===== config.mk =====
export PLATFORM = sky130hd
export DESIGN_NAME = id_exe_issue
export DESIGN_NICKNAME = d
export VERILOG_FILES = /design/src/rtl/id_exe_issue.sv
export SDC_FILE = /design/constraint.sdc
export NUM_CORES = 1
export LEC_CHECK = 0
export ABC_AREA = 1
export ABC_CLOCK_PERIOD_IN_PS = 5500
export CORE_AREA = 4 4 143 145
export CTS_CLUSTER_SIZE = 8
export DETAILED_ROUTE_END_ITERATION = 10
export DIE_AREA = 0 0 147 149
export DONT_BUFFER_PORTS = 1
export HOLD_SLACK_MARGIN = 0.15
export PLACE_DENSITY = 0.64
export SLEW_MARGIN = 5
export SYNTH_ARGS = -nofsm -noshare
export SYNTH_HDL_FRONTEND = slang
export SYNTH_SLANG_ARGS = --single-unit
export TNS_END_PERCENT = 30

===== constraint.sdc =====
create_clock -name clk -period 5.5 [get_ports clk]
set_clock_uncertainty 0.1 [all_clocks]
set_input_delay 0.55 -clock clk [delete_from_list [all_inputs] [get_ports clk]]
set_output_delay 0.55 -clock clk [all_outputs]
set_load 0.01 [all_outputs]

===== src/rtl/id_exe_issue.sv =====
`default_nettype none
// ============================================================================
// Module   : id_exe_issue
// Brief    : ID-stage decode, operand forwarding, load-use stall detection,
//            branch resolution, and the ID/EX pipeline register that feeds
//            the EXE_STAGE ALU.
// Revision : 1.0 - initial release
// ============================================================================
module id_exe_issue #(
  parameter bit NOP_ON_ILLEGAL = 1'b1
) (
  input  logic        clk,
  input  logic        clrn,
  input  logic [31:0] dinst,
  input  logic [31:0] dpc4,
  input  logic [31:0] qa,
  input  logic [31:0] qb,
  input  logic [31:0] ealu,
  input  logic        mwreg,
  input  logic        mm2reg,
  input  logic [4:0]  mrn,
  input  logic [31:0] malu,
  input  logic [31:0] mmo,
  output logic        stall,
  output logic        pcsrc,
  output logic [31:0] bpc,
  output logic [2:0]  ealuc,
  output logic        ealuimm,
  output logic [31:0] ea,
  output logic [31:0] eb,
  output logic [31:0] eimm,
  output logic        eshift,
  output logic        ewreg,
  output logic        em2reg,
  output logic        ewmem,
  output logic [4:0]  ern,
  output logic        eillegal
);

  localparam logic [5:0] c_OP_R    = 6'h00;
  localparam logic [5:0] c_OP_BEQ  = 6'h04;
  localparam logic [5:0] c_OP_BNE  = 6'h05;
  localparam logic [5:0] c_OP_ADDI = 6'h08;
  localparam logic [5:0] c_OP_ANDI = 6'h0C;
  localparam logic [5:0] c_OP_ORI  = 6'h0D;
  localparam logic [5:0] c_OP_XORI = 6'h0E;
  localparam logic [5:0] c_OP_LUI  = 6'h0F;
  localparam logic [5:0] c_OP_LW   = 6'h23;
  localparam logic [5:0] c_OP_SW   = 6'h2B;

  localparam logic [5:0] c_FN_ADD  = 6'h20;
  localparam logic [5:0] c_FN_SUB  = 6'h22;
  localparam logic [5:0] c_FN_AND  = 6'h24;
  localparam logic [5:0] c_FN_OR   = 6'h25;
  localparam logic [5:0] c_FN_XOR  = 6'h26;
  localparam logic [5:0] c_FN_SLL  = 6'h00;
  localparam logic [5:0] c_FN_SRL  = 6'h02;
  localparam logic [5:0] c_FN_SRA  = 6'h03;

  localparam logic [2:0] c_ALU_ADD = 3'b000;
  localparam logic [2:0] c_ALU_SUB = 3'b001;
  localparam logic [2:0] c_ALU_AND = 3'b010;
  localparam logic [2:0] c_ALU_OR  = 3'b011;
  localparam logic [2:0] c_ALU_XOR = 3'b100;
  localparam logic [2:0] c_ALU_SLL = 3'b101;
  localparam logic [2:0] c_ALU_SRL = 3'b110;
  localparam logic [2:0] c_ALU_SRA = 3'b111;

  // Instruction fields
  logic [5:0]  w_op, w_funct;
  logic [4:0]  w_rs, w_rt, w_rd, w_sa;
  logic [15:0] w_imm16;
  logic [31:0] w_sext, w_zext;

  assign w_op    = dinst[31:26];
  assign w_rs    = dinst[25:21];
  assign w_rt    = dinst[20:16];
  assign w_rd    = dinst[15:11];
  assign w_sa    = dinst[10:6];
  assign w_funct = dinst[5:0];
  assign w_imm16 = dinst[15:0];
  assign w_sext  = {{16{w_imm16[15]}}, w_imm16};
  assign w_zext  = {16'd0, w_imm16};

  // Decoded controls
  logic [2:0]  w_aluc;
  logic        w_aluimm, w_shift, w_wreg, w_m2reg, w_wmem;
  logic [4:0]  w_rn;
  logic [31:0] w_imm;
  logic        w_use_rs, w_use_rt, w_br, w_bne, w_illegal;

  // Forwarded operands and issue control
  logic [31:0] w_fa, w_fb;
  logic        w_stall, w_bubble;

  // Registered ID/EX state
  logic [2:0]  r_ealuc;
  logic        r_ealuimm, r_eshift, r_ewreg, r_em2reg, r_ewmem, r_eillegal;
  logic [31:0] r_ea, r_eb, r_eimm;
  logic [4:0]  r_ern;

  // Decode opcode/funct into ALU op, immediate form, write-back controls and
  // which source registers the instruction really reads.
  always_comb begin
    w_aluc    = c_ALU_ADD;
    w_aluimm  = 1'b0;
    w_shift   = 1'b0;
    w_wreg    = 1'b0;
    w_m2reg   = 1'b0;
    w_wmem    = 1'b0;
    w_rn      = 5'd0;
    w_imm     = 32'd0;
    w_use_rs  = 1'b0;
    w_use_rt  = 1'b0;
    w_br      = 1'b0;
    w_bne     = 1'b0;
    w_illegal = 1'b0;
    case (w_op)
      c_OP_R: begin
        w_wreg   = 1'b1;
        w_rn     = w_rd;
        w_use_rs = 1'b1;
        w_use_rt = 1'b1;
        case (w_funct)
          c_FN_ADD: w_aluc = c_ALU_ADD;
          c_FN_SUB: w_aluc = c_ALU_SUB;
          c_FN_AND: w_aluc = c_ALU_AND;
          c_FN_OR:  w_aluc = c_ALU_OR;
          c_FN_XOR: w_aluc = c_ALU_XOR;
          c_FN_SLL, c_FN_SRL, c_FN_SRA: begin
            w_aluc   = (w_funct == c_FN_SLL) ? c_ALU_SLL :
                       (w_funct == c_FN_SRL) ? c_ALU_SRL : c_ALU_SRA;
            w_shift  = 1'b1;
            w_use_rs = 1'b0;
            w_imm    = {27'd0, w_sa};
          end
          default: begin
            // A bubbled illegal op reads nothing, so it can never stall.
            w_illegal = 1'b1;
            w_use_rs  = !NOP_ON_ILLEGAL;
            w_use_rt  = !NOP_ON_ILLEGAL;
          end
        endcase
      end
      c_OP_ADDI, c_OP_LW: begin
        w_aluimm = 1'b1;
        w_wreg   = 1'b1;
        w_m2reg  = (w_op == c_OP_LW);
        w_rn     = w_rt;
        w_use_rs = 1'b1;
        w_imm    = w_sext;
      end
      c_OP_ANDI, c_OP_ORI, c_OP_XORI: begin
        w_aluc   = (w_op == c_OP_ANDI) ? c_ALU_AND :
                   (w_op == c_OP_ORI)  ? c_ALU_OR  : c_ALU_XOR;
        w_aluimm = 1'b1;
        w_wreg   = 1'b1;
        w_rn     = w_rt;
        w_use_rs = 1'b1;
        w_imm    = w_zext;
      end
      c_OP_LUI: begin
        w_aluimm = 1'b1;
        w_wreg   = 1'b1;
        w_rn     = w_rt;
        w_imm    = {w_imm16, 16'd0};
      end
      c_OP_SW: begin
        w_aluimm = 1'b1;
        w_wmem   = 1'b1;
        w_rn     = w_rt;
        w_use_rs = 1'b1;
        w_use_rt = 1'b1;
        w_imm    = w_sext;
      end
      c_OP_BEQ, c_OP_BNE: begin
        w_br     = 1'b1;
        w_bne    = (w_op == c_OP_BNE);
        w_use_rs = 1'b1;
        w_use_rt = 1'b1;
      end
      default: begin
        // Without bubbling, an unknown opcode is treated as R-type add.
        w_illegal = 1'b1;
        w_wreg    = !NOP_ON_ILLEGAL;
        w_rn      = NOP_ON_ILLEGAL ? 5'd0 : w_rd;
        w_use_rs  = !NOP_ON_ILLEGAL;
        w_use_rt  = !NOP_ON_ILLEGAL;
      end
    endcase
  end

  // Operand A forwarding: EX result, then MEM result/load data, then regfile.
  always_comb begin
    w_fa = qa;
    if (w_rs == 5'd0)
      w_fa = 32'd0;
    else if (r_ewreg && !r_em2reg && (r_ern != 5'd0) && (r_ern == w_rs))
      w_fa = ealu;
    else if (mwreg && (mrn != 5'd0) && (mrn == w_rs))
      w_fa = mm2reg ? mmo : malu;
  end

  // Operand B forwarding, same priority as operand A.
  always_comb begin
    w_fb = qb;
    if (w_rt == 5'd0)
      w_fb = 32'd0;
    else if (r_ewreg && !r_em2reg && (r_ern != 5'd0) && (r_ern == w_rt))
      w_fb = ealu;
    else if (mwreg && (mrn != 5'd0) && (mrn == w_rt))
      w_fb = mm2reg ? mmo : malu;
  end

  // Load in EX whose result this instruction needs cannot be forwarded yet.
  assign w_stall  = r_ewreg && r_em2reg && (r_ern != 5'd0) &&
                    ((w_use_rs && (r_ern == w_rs)) || (w_use_rt && (r_ern == w_rt)));
  assign w_bubble = w_stall || w_br || (w_illegal && NOP_ON_ILLEGAL);

  assign stall = w_stall;
  assign pcsrc = w_br && !w_stall && (w_bne ? (w_fa != w_fb) : (w_fa == w_fb));
  assign bpc   = dpc4 + {w_sext[29:0], 2'b00};

  // ID/EX pipeline register; reset and every bubble load all-zero fields.
  always_ff @(posedge clk) begin
    if (!clrn) begin
      r_ealuc    <= 3'd0;
      r_ealuimm  <= 1'b0;
      r_ea       <= 32'd0;
      r_eb       <= 32'd0;
      r_eimm     <= 32'd0;
      r_eshift   <= 1'b0;
      r_ewreg    <= 1'b0;
      r_em2reg   <= 1'b0;
      r_ewmem    <= 1'b0;
      r_ern      <= 5'd0;
      r_eillegal <= 1'b0;
    end else begin
      r_eillegal <= w_illegal && NOP_ON_ILLEGAL && !w_stall;
      r_ealuc    <= w_bubble ? 3'd0  : w_aluc;
      r_ealuimm  <= w_bubble ? 1'b0  : w_aluimm;
      r_ea       <= w_bubble ? 32'd0 : w_fa;
      r_eb       <= w_bubble ? 32'd0 : w_fb;
      r_eimm     <= w_bubble ? 32'd0 : w_imm;
      r_eshift   <= w_bubble ? 1'b0  : w_shift;
      r_ewreg    <= w_bubble ? 1'b0  : w_wreg;
      r_em2reg   <= w_bubble ? 1'b0  : w_m2reg;
      r_ewmem    <= w_bubble ? 1'b0  : w_wmem;
      r_ern      <= w_bubble ? 5'd0  : w_rn;
    end
  end

  assign ealuc    = r_ealuc;
  assign ealuimm  = r_ealuimm;
  assign ea       = r_ea;
  assign eb       = r_eb;
  assign eimm     = r_eimm;
  assign eshift   = r_eshift;
  assign ewreg    = r_ewreg;
  assign em2reg   = r_em2reg;
  assign ewmem    = r_ewmem;
  assign ern      = r_ern;
  assign eillegal = r_eillegal;

endmodule
`default_nettype wire

* After elaboration in Yosys (flattened, before gate mapping)
Index checks and enable logic that the tools add are counted.
Operators by class: add/subtract/negate cells 1, $mul 0, div/mod/pow operators 0, $lt $le $gt $ge 0, equal/unequal tests 22, shift operators 0, muxes and demuxes 29, bitwise gates (word level) 3, reduce and logical (&&, ||, !) cells 41
Operators with widths (number):
- $mux W32 | 7
- $pmux W32 S4 | 1
- $eq A6 B6 Y1 const B | 7
- $add A32 B32 Y32 | 1
- $eq A32 B32 Y1 | 1
- $ne A32 B32 Y1 | 1
- $eq A6 B4 Y1 const B | 5
- $eq A5 B5 Y1 | 4
- $reduce_or A3 Y1 | 6
- $reduce_or A8 Y1 | 2
- $logic_and A1 B1 Y1 | 15
- $pmux W3 S5 | 1
- $reduce_or A7 Y1 | 2
- $eq A6 B2 Y1 const B | 2
- $eq A6 B3 Y1 const B | 2
- $logic_not A6 Y1 | 2
- $mux W1 | 11
- $logic_not A5 Y1 | 2
- $pmux W5 S2 | 1
- $reduce_bool A5 Y1 | 2
- $reduce_or A9 Y1 | 1
- $mux W3 | 2
- $pmux W1 S2 | 3
- $pmux W3 S2 | 1
- other kinds (7) | 14
Storage, ports and cells: register bits after elaboration 110, bits in latches 0, RAM bits 0, ROM bits 0, input bits 233, output and inout port bits 144, logic and storage cells 107, memories 0

* Depth between registers and ports, before layout
depth in word-level cells 10, depth in mapped cells 22, gate-level depth less buffers 21

* Worst setup path before layout
No wires, ideal clock.
path kind input port to output port, start point input dinst[0], end point output bpc[28], data arrival time 2.616 ns, data required time 4.850 ns, path slack 2.234 ns, stages on the path 13, buffers on the path 0, cells stage by stage ha_1 > inv_1 > fa_1 > o21ai_1 > a21boi_0 > o21ai_1 > nand4_1 > nand2_1 > a21oi_1 > o21ai_0 > nand2_1 > nand2_1 > xor2_1
On the way: longest elaborated chain between the ends 1
Ends and longest elaborated chain:
- from (decl) | line 14 | input logic [31:0] dinst,
- $add A32 B32 Y32 | line 222 | assign bpc = dpc4 + {w_sext[29:0], 2'b00};
- to (decl) | line 26 | output logic [31:0] bpc,
No other way between the ends.

* Worst setup path in the final report
start point register r_ern[1] (netlist: ern[1]), end point output pcsrc
On the way: longest elaborated chain between the ends 8, elaborated cells between the ends (all ways) 21, classes of those cells 4 x eq/ne; 5 x mux; 12 x reduce/logical
Ends and longest elaborated chain:
- from (decl) | line 100 | logic [4:0] r_ern;
- from (signal assigned) | line 249 | r_ern <= w_bubble ? 5'd0 : w_rn;
- $reduce_bool A5 Y1 | line 198, 209, 216
- $logic_and A1 B1 Y1 | line 198, 209
- $logic_and A1 B1 Y1, on equally long branches | line 198, 209
- $mux W32, on equally long branches | line 198, 209
- $mux W32, on equally long branches | line 196, 207
- $eq A32 B32 Y1 / $ne A32 B32 Y1 (equally long branches) | line 221 | assign pcsrc = w_br && !w_stall && (w_bne ? (w_fa != w_fb) : (w_fa == w_fb));
- $mux W1 | line 221
- $logic_and A1 B1 Y1 (*) | line 221
- to (decl) | line 25 | output logic pcsrc,
Every way passes the cells marked *; elsewhere a longest branch is shown, timed or not.

==> flow_summary_export.csv <==
group,metric,value,unit
run_status,outcome,"complete, no violations",
synthesis,synthDistinctLibCells,45,
critical_path,worstSetupPathType,"reg -> out",
pwr,power.density,217.3,mW/mm²
clock_network,numCtsBuffers,9,
grt,grt_start_max_net_pins,57,
critical_path,crit_start,"ern[1]",
routing,dr.max_layer_used,"met4",
critical_path,end_kind,"primary output",
cells_and_area,multi_input_area,0.005595,mm²
critical_path,r2r_start,"ern[1]",
cells_and_area,nFillCells,2115,
critical_path,cp.required,4.85,ns
cells_and_area,layoutNonFillerInstCount,1755,
die,dieArea,0.02190,mm²
grt,antenna_found_initial,1,
synthesis,synth_area_per_cell,5.791,µm²
pwr,power,0.002011,W
cells_and_area,seq_area,0.002202,mm²
sta,fmax,232.4,MHz
die,die_y,149,µm
sta,hold_violations,0,
routing,vias,9396,
routing,ant_nets,0,
synthesis,synth_warnings,0,
critical_path,crit_family,"simple AND/OR/NAND/NOR gates",
routing,drc,0,
clock_network,path_clk_slew,0.08,ns
clock_network,cts.path.max_buffers,2,
pwr,peakVddDrop,0.1319,mV
routing,via_per_inst,5.354,
sta,rsz0062_at_grt,"no",
placement,io_buffers,0,
placement,gp_congestion,0.9119,
sta,slew_headroom,0.2434,
synthesis,netlist_instances,1528,
critical_path,cp_slowest_cell,"nand3_2",
critical_path,max_stage_delay,0.53,ns
placement,dp_hpwl,24670,µm
routing,wire_per_inst,18.41,µm
critical_path,rr_worst_depth,11,
sta,period_share,0.7822,
clock_network,clock_sinks,110,
synthesis,syn_nets,1791,
min_path,min_path_cells,2,
cells_and_area,drive_above_1_share,0.05709,
routing,wl_met1,12340,µm
placement,dp_cells,1737,
cells_and_area,final_common_cell,"nand2_1",
sta,setup_viol,0,
critical_path,arrival,3.65,ns
clock_network,clk_latency,0.37,ns
synthesis,synth-seq-cells,110,
critical_path,startpoint_type,"flip-flop",
clock_network,htreeDepth,3,
grt,grt_pass1_wl,48890,µm
synthesis,yosysTopAreaCell,"dfxtp_1",
synthesis,synth-main-ff-cell,"dfxtp_1",
min_path,hold_path.class,"in -> reg",
critical_path,crit_chain,"xnor2_1 > nand2_1 > nor2_1 > buf_4 > nand3_2 > buf_4 > o21ai_1 > inv_1 > nand2_1 > nand2_1 > nand2_1 > nand2_1 > nor2_1 > nand2_1 > nor2_1 > nand2_1 > nand2_1 > nand2_1 > nor2_1",
die,coreArea,0.01921,mm²
critical_path,crit_fanout,29,
synthesis,async_reset_ff_frac,0,
critical_path,path_buf_inv,3,
critical_path,path_common_cell,"nand2_1",
routing,met2_length,15730,µm
synthesis,yosys.area.top_type_share,0.2489,
grt,grt_pass1_vias,9085,
synthesis,synth_area_leaders,"dfxtp_1 (25%), nand2_1 (20%), nand3_1 (10%)",
synthesis,synth-edff-count,0,
routing,dr.pass1.iters,7,
run,cap_violations,0,
clock_network,clockRootBuffer,"clkbuf_16",
routing,dr_wl_met3,3271,µm
pwr,p_leak,4.986,nW
die,die_w,147,µm
routing,initialDrtViolationCount,582,
die,io_pins,377,
sta,worstMarginPinSlew,1.131,ns
synthesis,yosysSeqAreaShare,0.2489,
synthesis,syn-cell-area,0.008848,mm²
sta,tns,0,ns
routing,wirelength,32310,µm
clock_network,cts_tree,"built",
min_path,hold_start,"dinst[11]",
sta,fin_crit,4.302,ns
cells_and_area,fin_nets,1747,
cells_and_area,syn2layout_area_growth,4.567,%
clock_network,post_cts_resized,0,
grt,grt_overflow_total,0,
sta,slew_viol_final,0,
critical_path,worstSetupPathDepth,19,
grt,grt_util_all_layers,0.2825,
die,floorplan.initialDensity,0.4607,
cells_and_area,final_cell_mix,"nand2_1 (483), nor2_1 (231), nand3_1 (174)",
die,rows,51,
-- flip-flops by register name (all words and copies together) (netlist names) --
register,count
ewmem,1
ea,32
ealuimm,1
eillegal,1
ealuc,3
eshift,1
ewreg,1
eimm,32
eb,32
ern,5
em2reg,1
-- power breakdown --
| group | switching, W | internal [W] |
|---|---|---|
| Clock | 0.000348 | 0.000368 |
| Combinational | 0.000321 | 0.000152 |
| Sequential | 0.0000126 | 0.000809 |
| Total | 0.000682 | 0.00133 |
-- cells in the mapped netlist (all sizes together), types with 4 or more instances --
master and count:
buf 55, o21ai 49, inv 180, a31oi 8
nor2b 13, nor3 12, nor2 237, xor2 25
a22oi 10, a21oi 56, nand3 180, nand2 488
ha 29, a21boi 12, xnor2 14, or2 4
dfxtp 110, nand4 13, clkbuf 15
-- stage by stage --
stage	hold WS [ns]	area (µm²)	util	setup WS, ns
CTS	0.1848	9250	0.4816	1.190
finish	0.1976	9253	0.4817	1.198
detailed placement	0.5341	8924	0.4646	1.551
floorplan	0.5288	8848	-	2.234
global placement	0.5329	8924	0.4646	1.582
global route	0.2001	9253	0.4817	0.8255
-- path summary, 6_finish.rpt --
path	to	slack (ns)
setup reg to reg	eimm[10]	2.47
hold reg to reg	ea[30]	0.98
hold / removal	eimm[11]	0.20
setup / recovery	pcsrc	1.20
-- cell families after synthesis --
group	synth area share
simple gates	0.4465
buf+inv	0.1242
compound gates	0.09856
flops	0.2489
xor+xnor	0.03860
fa+ha+maj	0.04327
-- layer usage --
metal | vias to the layer above | global-route usage
met5 | - | 0
met3 | 61 | 0.09936
met2 | 415 | 0.4994
li1 | 4717 | -
met4 | 0 | 0.1058
met1 | 4203 | 0.3133
-- timing repair --
item                                    in CTS  in global routing
hold buffers                                 1                  0
buffers inserted                             0                  0
endpoints found under the hold margin        1                  0
endpoints found under the setup margin       0                  0
-- area by class of cell --
| cell class | instances | share of cell area |
|---|---|---|
| well taps | 265 | 0.03584 |
| repair buffers | 15 | 0.01244 |
| flip-flops and latches | 110 | 0.2380 |
| clock inverters | 6 | 0.009466 |
| multi-input cells | 1165 | 0.6047 |
| inverters | 183 | 0.07451 |
| diodes | 1 | 0.0002705 |
| clock buffers | 10 | 0.02475 |
(Power assumes the default switching activity.)
